`src/rtl/imem_loader.sv`:
```
// imem_loader: receives a program as a byte stream and writes it into instruction memory.
// The frame is a 16-bit little-endian word count L, followed by 4*L data bytes. The bytes of
// each word arrive little-endian. The CPU is held in stall until the image is complete.
// Optional feature macro: LOADER_CHECKSUM_EN. When it is defined, the frame ends with one more
// byte, the XOR of all preceding frame bytes.
module imem_loader #(
  parameter int ADDR_W    = 16,
  parameter int DATA_W    = 32,
  parameter int MAX_WORDS = 1024
) (
  input  logic              clk,
  input  logic              rst_n,
  input  logic              start,
  input  logic [7:0]        in_data,
  input  logic              in_valid,
  output logic              in_ready,
  output logic              imem_we,
  output logic [ADDR_W-1:0] imem_addr,
  output logic [DATA_W-1:0] imem_wdata,
  output logic              cpu_hold,
  output logic              done,
  output logic              err
);

  // The word counter must never wrap. The packing logic assumes 4-byte words.
  if (MAX_WORDS < 1 || MAX_WORDS > 65535 || (64'(MAX_WORDS) >= (64'd1 << ADDR_W)) || DATA_W != 32)
  begin : g_bad_cfg
    $error("imem_loader: illegal MAX_WORDS/ADDR_W/DATA_W combination");
  end

  localparam logic [16:0] MAX_L = 17'(MAX_WORDS);

`ifdef LOADER_CHECKSUM_EN
  typedef enum logic [2:0] {
    S_IDLE, S_LEN_LO, S_LEN_HI, S_DATA, S_CSUM, S_DONE, S_ERR
  } state_t;
`else
  typedef enum logic [2:0] {
    S_IDLE, S_LEN_LO, S_LEN_HI, S_DATA, S_DONE, S_ERR
  } state_t;
`endif

  state_t state, state_nxt;

  logic              accept;
  logic              rearm;
  logic [7:0]        len_lo;
  logic [15:0]       len_full;
  logic [ADDR_W-1:0] last_idx;
  logic [ADDR_W-1:0] word_cnt;
  logic [1:0]        byte_idx;
  logic [23:0]       word_buf;
`ifdef LOADER_CHECKSUM_EN
  logic [7:0]        csum;
`endif

  assign accept   = in_valid & in_ready;
  assign rearm    = start & ((state == S_IDLE) | (state == S_DONE) | (state == S_ERR));
  assign len_full = {in_data, len_lo};

  // State register
  always_ff @(posedge clk) begin
    if (!rst_n) state <= S_IDLE;
    else        state <= state_nxt;
  end

  // Next-state and state-decoded outputs
  always_comb begin
    state_nxt = state;
    in_ready  = 1'b0;
    done      = 1'b0;
    err       = 1'b0;
    cpu_hold  = 1'b1;
    unique case (state)
      S_IDLE: begin
        if (start) state_nxt = S_LEN_LO;
      end
      S_LEN_LO: begin
        in_ready = 1'b1;
        if (accept) state_nxt = S_LEN_HI;
      end
      S_LEN_HI: begin
        in_ready = 1'b1;
        if (accept) begin
          if ({1'b0, len_full} > MAX_L) state_nxt = S_ERR;
`ifdef LOADER_CHECKSUM_EN
          else if (len_full == 16'd0)    state_nxt = S_CSUM;
`else
          else if (len_full == 16'd0)    state_nxt = S_DONE;
`endif
          else                           state_nxt = S_DATA;
        end
      end
      S_DATA: begin
        in_ready = 1'b1;
        if (accept && byte_idx == 2'd3 && word_cnt == last_idx) begin
`ifdef LOADER_CHECKSUM_EN
          state_nxt = S_CSUM;
`else
          state_nxt = S_DONE;
`endif
        end
      end
`ifdef LOADER_CHECKSUM_EN
      S_CSUM: begin
        in_ready = 1'b1;
        if (accept) state_nxt = (in_data == csum) ? S_DONE : S_ERR;
      end
`endif
      S_DONE: begin
        done     = 1'b1;
        cpu_hold = 1'b0;
        if (start) state_nxt = S_LEN_LO;
      end
      S_ERR: begin
        err = 1'b1;
        if (start) state_nxt = S_LEN_LO;
      end
      default: state_nxt = S_IDLE;
    endcase
  end

  // Byte packing, word counting and the registered memory write port
  always_ff @(posedge clk) begin
    if (!rst_n) begin
      imem_we    <= 1'b0;
      imem_addr  <= '0;
      imem_wdata <= '0;
      len_lo     <= '0;
      last_idx   <= '0;
      word_cnt   <= '0;
      byte_idx   <= '0;
      word_buf   <= '0;
`ifdef LOADER_CHECKSUM_EN
      csum       <= '0;
`endif
    end else begin
      imem_we <= 1'b0;
      if (rearm) begin
        word_cnt <= '0;
        byte_idx <= '0;
`ifdef LOADER_CHECKSUM_EN
        csum     <= '0;
`endif
      end
      if (accept) begin
`ifdef LOADER_CHECKSUM_EN
        if (state != S_CSUM) csum <= csum ^ in_data;
`endif
        unique case (state)
          S_LEN_LO: len_lo <= in_data;
          S_LEN_HI: begin
            // The stored value is L-1, so the last-word test is a plain equality.
            // A value of L=0 never reaches DATA, so the wrap of L-1 is harmless.
            last_idx <= ADDR_W'(len_full - 16'd1);
            byte_idx <= '0;
          end
          S_DATA: begin
            byte_idx <= byte_idx + 2'd1;
            unique case (byte_idx)
              2'd0: word_buf[7:0]   <= in_data;
              2'd1: word_buf[15:8]  <= in_data;
              2'd2: word_buf[23:16] <= in_data;
              default: begin
                imem_we    <= 1'b1;
                imem_addr  <= word_cnt;
                imem_wdata <= {in_data, word_buf};
                word_cnt   <= word_cnt + ADDR_W'(1);
              end
            endcase
          end
          default: ;
        endcase
      end
    end
  end

endmodule

```
`config.mk`:
```
export PLATFORM = sky130hd
export DESIGN_NAME = imem_loader
export DESIGN_NICKNAME = d
export VERILOG_FILES = /design/src/rtl/imem_loader.sv
export SDC_FILE = /design/constraint.sdc
export NUM_CORES = 1
export LEC_CHECK = 0
export BUFFER_PORTS_ARGS = -buffer_cell sky130_fd_sc_hd__buf_4
export CAP_MARGIN = 20
export CELL_PAD_IN_SITES_DETAIL_PLACEMENT = 0
export CELL_PAD_IN_SITES_GLOBAL_PLACEMENT = 1
export CORE_MARGIN = 8
export CORE_UTILIZATION = 40
export CTS_BUF_LIST = sky130_fd_sc_hd__clkbuf_4
export DETAILED_ROUTE_END_ITERATION = 16
export HOLD_SLACK_MARGIN = 0.1
export PLACE_DENSITY = 0.76
export REMOVE_ABC_BUFFERS = 1
export SETUP_SLACK_MARGIN = 0.3
export SKIP_LAST_GASP = 1
export SLEW_MARGIN = 15
export SYNTH_ARGS = -nofsm -noshare
export SYNTH_HDL_FRONTEND = slang
export SYNTH_SLANG_ARGS = --single-unit
```
`constraint.sdc`:
```
create_clock -name clk -period 4.8 [get_ports clk]
set_input_delay 0.96 -clock clk [delete_from_list [all_inputs] [get_ports clk]]
set_output_delay 0.96 -clock clk [all_outputs]
set_load 0.1 [all_outputs]
```
---- Word level (Yosys, flattened, before mapping) ----
Index checks and enable logic that the tools add are counted.
storage, ports and cells
  output and inout port bits .............. 53
  bits of input ports ..................... 12
  register bits ........................... 118
cells by class
  $add $sub $neg .......................... 3
  bitwise logic cells ..................... 5
  order comparisons ....................... 1
  multiplexer cells ....................... 19
  equal/unequal tests ..................... 13
  reduce and logical (&&, ||, !) cells .... 16
operators with widths
  operator                                               number
  two-way mux 16 bit                                     4
  two-way mux 3 bit                                      6
  adder 16 x 1 -> 16 bit (second input constant)         1
  == test 16 bit                                         1
  > comparator 16 x 11 -> 1 bit (second input constant)  1
  logical NOT 16 bit                                     1
  subtractor 16 x 1 -> 16 bit (second input constant)    1
  AND reduction 3 bit                                    5
  one-hot mux 3 bit (4 select lines)                     1
  OR reduction 3 bit                                     3
  == test 3 x 2 -> 1 bit (second input constant)         2
  == test 3 bit (second input constant)                  2
  != test 2 bit (second input constant)                  3
  two-way mux 1 bit                                      5
  == test 2 bit (second input constant)                  2
  two-way mux 2 bit                                      2
  one-hot mux 2 bit (2 select lines)                     1
  AND reduction 2 bit                                    2
  AND reduction 4 bit                                    1
  == test 3 x 1 -> 1 bit (second input constant)         1
  logical NOT 3 bit                                      1
  adder 2 x 1 -> 2 bit (second input constant)           1
  bitwise AND 1 bit                                      2
  == test 2 x 1 -> 1 bit (second input constant)         1
  other kinds (5)                                        7

---- Longest topological paths before layout ----
  word-level depth ........................ 8
  depth in mapped cells ................... 8

---- Worst setup path before layout ----
OpenSTA, ideal clock, no wires.
  kind .................................... register to output
  start ................................... register state[0]
  end ..................................... output port err
  stages on the path, launching flop included .. 4
  data arrival time ....................... 2.885 ns
  setup slack ............................. 0.955 ns
  required time ........................... 3.840 ns
  cells stage by stage .................... dfxtp_1 -> clkbuf_1 -> inv_1 -> nor3b_1
between the ends
  word-level cells in the longest chain between the ends .. 2
ends and longest elaborated chain
  element                 line  source
  from (decl)             43    state_t state, state_nxt;
  from (signal assigned)  64    else state <= state_nxt;
  == test 3 bit           74    unique case (state)
  two-way mux 1 bit       74
  to (decl)               22    output logic err
No other way between the ends.

---- Worst setup path in the final report ----
Same ends and word-level chain as after synthesis.

==> flow_summary.json <==
{
  "cp_cell_sequence": "inv_1 -> nor3b_1 -> buf_4",
  "cp-startpoint": "state[0]$_SDFFE_PN0P_",
  "cts_max_path_buffers": 2,
  "synth_top_area_cell": "dfxtp_1",
  "htreeDepth": 4,
  "clock_latency_ns": 0.51,
  "antenna_found_initial": 1,
  "synth_seq_area_share": 0.479,
  "die_w_um": 127,
  "worstReg2RegStart": "state[1]$_SDFFE_PN0P_",
  "first_global_vias": 4150,
  "cts_repair_resize_count": 0,
  "wirelength_um": 12700,
  "firstDrtPassIters": 5,
  "reg2reg_depth": 6,
  "grt_max_degree": 53,
  "synth_cells": 621,
  "num_io_pins": 65,
  "cp_slowest_cell": "dfxtp_1",
  "max-vdd-ir-drop_v": 0.000299,
  "fin_setup_tns_ns": 0,
  "wl_per_cell_um": 15.4,
  "initial_core_util": 0.411,
  "start_kind": "flop",
  "outcome": "complete, no violations",
  "holdBufCountCts": 0,
  "timing.rr.end": "word_cnt[2]$_SDFF_PN0_",
  "path_clk_slew_ns": 0.11,
  "min_to": "imem_wdata[20]$_SDFFE_PN0P_",
  "core_area_um2": 12000,
  "grt_pass1_wl_um": 21100,
  "nets": 680,
  "cts_setup_buffers": 0,
  "finalPower_mw": 2.32,
  "end_kind": "primary output",
  "synth-seq-cells": 118,
  "hp-class": "flop to flop",
  "period_needed_ns": 2.70,
  "drtIter0Drc": 337,
  "synth_edf_count": 0,
  "dp_slack_ns": 1.87,
  "clkSinkCount": 118,
  "gpl.final_weighted_congestion": 0.804,
  "crit_family": "flip-flops",
  "grt_overflow": 0,
  "relSlewSlack": 0.361,
  "fin_crit_sh": 0.562,
  "slew_viol_final": 0,
  "cp.arrival_ns": 1.74,
  "fillers": 1219,
  "synth_cell_type_count": 44,
  "rsz0062_at_grt": "false",
  "dieArea_um2": 16200,
  "multi_input_area_um2": 2370,
  "syn_to_final_growth_pct": 18.0,
  "stdcell_count": 823,
  "cts_buffers": 17,
  "maxCapViolations": 0,
  "finalSetupViolations": 0,
  "hp-start": "word_buf[20]$_SDFFE_PN0P_",
  "cp_data_required_time_ns": 3.84,
  "p_leak_nw": 2.08,
  "fp-row-count": 40,
  "path_max_fanout": 10,
  "die_h_um": 127,
  "portBuffers": 64,
  "whs_path_depth": 2,
  "grt_usage": 0.162,
  "async_flop_share": 0,
  "fin_skew_ns": 0.0161,
  "postSynthAreaPerCell_um2": 7.95,
  "place_inst": 790,
  "synthTopCellsByArea": "dfxtp_1, nand2_1, a21oi_1",
  "cts_tree": "done",
  "synth.top_cell.area_share": 0.479,
  "powerDensity_nw_per_um2": 399,
  "via_per_inst": 5.19,
  "fmax_mhz": 370,
  "crit_buf_inv": 2,
  "r2r_slack_ns": 2.33,
  "slowest_delay_ns": 0.52,
  "crit_type": "flop to primary output",
  "yosysWarnings": 0,
  "synthFlopType": "dfxtp_1",
  "setup_ws_ns": 2.10,
  "via_count": 4274,
  "seq_area_um2": 2360,
  "root_buffer": "clkbuf_4",
  "ant_nets": 0,
  "syn_area_um2": 4940,
  "drive_gt1_frac": 0.173,
  "tightest_slew_ns": 0.952,
  "hpwl_um": 8610,
  "finalHoldViolCount": 0,
  "drcViolationCount": 0
}
[layer usage]
layer  global-route usage  up-vias  routed length, µm
met1                0.207     1990               6050
met4               0.0595        0                209
met5                    0        -                  0
met2                0.259       89               5940
li1                     -     2179                  -
met3               0.0395       16                507
[final cells by class]
type,count,share of cell area
diodes,1,0.000429
clock inverters,11,0.0350
inverters,7,0.00451
flip-flops and latches,118,0.405
clock buffers,21,0.0271
well taps,147,0.0316
repair buffers,69,0.0889
multi-input cells,449,0.407
[cells in the final DEF, fill, tap and decap left out, drive strengths merged, types with 2 or more instances in the layout]
cell type	instances
and2	3
mux2i	3
buf	69
dfxtp	118
clkbuf	21
and3	3
o21ai	7
nand4	8
nor4	5
nor3	7
nand3	34
a21oi	89
mux2	7
bufinv	6
a31oi	2
nor2b	3
clkinv	5
and4	2
xnor2	25
xor2	7
inv	7
o211ai	2
a211oi	10
or3	3
nor2	40
nand2	165
ha	6
or4	3
[worst max path at each step]
stage	cells after the start	slack [ns]	to
final	3	2.10	err
after global routing	3	1.99	err
after CTS	3	2.06	err
after detailed placement	7	1.87	word_cnt[2]$_SDFF_PN0_
after global placement	7	1.93	word_cnt[2]$_SDFF_PN0_
after floorplan	2	1.08	err
[cells by family after synthesis]
logic type | after synthesis | share of synthesized area
adders and majority gates | 6 | 0.0152
and+or+nand+nor | 283 | 0.255
DFF | 118 | 0.479
xor gates and xnor gates | 32 | 0.0568
buffers and inverters | 54 | 0.0413
AOI/OAI and AO/OA | 118 | 0.132
muxes | 10 | 0.0221
[synth_stat cells (2+ instances only)]
| library cell | number |
|---|---|
| nand2_1 | 165 |
| dfxtp_1 | 118 |
| a21oi_1 | 89 |
| clkbuf_1 | 45 |
| nor2_1 | 40 |
| nand3_1 | 34 |
| xnor2_1 | 25 |
| a211oi_1 | 10 |
| nand4_1 | 8 |
| mux2_2 | 7 |
| nor3_1 | 7 |
| o21ai_0 | 7 |
| xor2_1 | 7 |
| ha_1 | 6 |
| inv_1 | 6 |
| nor4_1 | 4 |
| and2_1 | 3 |
| and3_1 | 3 |
| mux2i_1 | 3 |
| nor2b_1 | 3 |
| or3_1 | 3 |
| or4_4 | 3 |
| a31oi_1 | 2 |
| and4_1 | 2 |
| o211ai_1 | 2 |
[state kept, by name (all words and copies together), names as in the netlist]
| register | flops |
|---|---|
| state | 3 |
| word_cnt | 16 |
| imem_addr | 16 |
| last_idx | 16 |
| byte_idx | 2 |
| len_lo | 8 |
| word_buf | 24 |
| imem_wdata | 32 |
| imem_we | 1 |
[report_power, final]
part | switching (mW) | internal [mW] | leakage (nW)
clock | 0.363 | 0.537 | 0.199
sequential | 0.0435 | 1.01 | 0.951
combinational | 0.240 | 0.131 | 0.932
total | 0.646 | 1.68 | 2.08
[stage by stage]
stage / instance area (µm²) / utilization / hold slack, ns
floorplan: 4760 / - / 0.432
global placement: 5460 / 0.455 / 0.444
detailed placement: 5460 / 0.455 / 0.445
CTS: 5820 / 0.485 / 0.461
global route: 5830 / 0.485 / 0.476
finish: 5830 / 0.485 / 0.457
[worst register-to-register path: stages (launching register included)]
cell and delay, ns:
dfxtp_1 0.58, and4b_1 0.41, and2_1 0.59, buf_4 0.46
nand2_1 0.13, xor2_1 0.15, nor2_1 0.08
(Power assumes the default switching activity.)
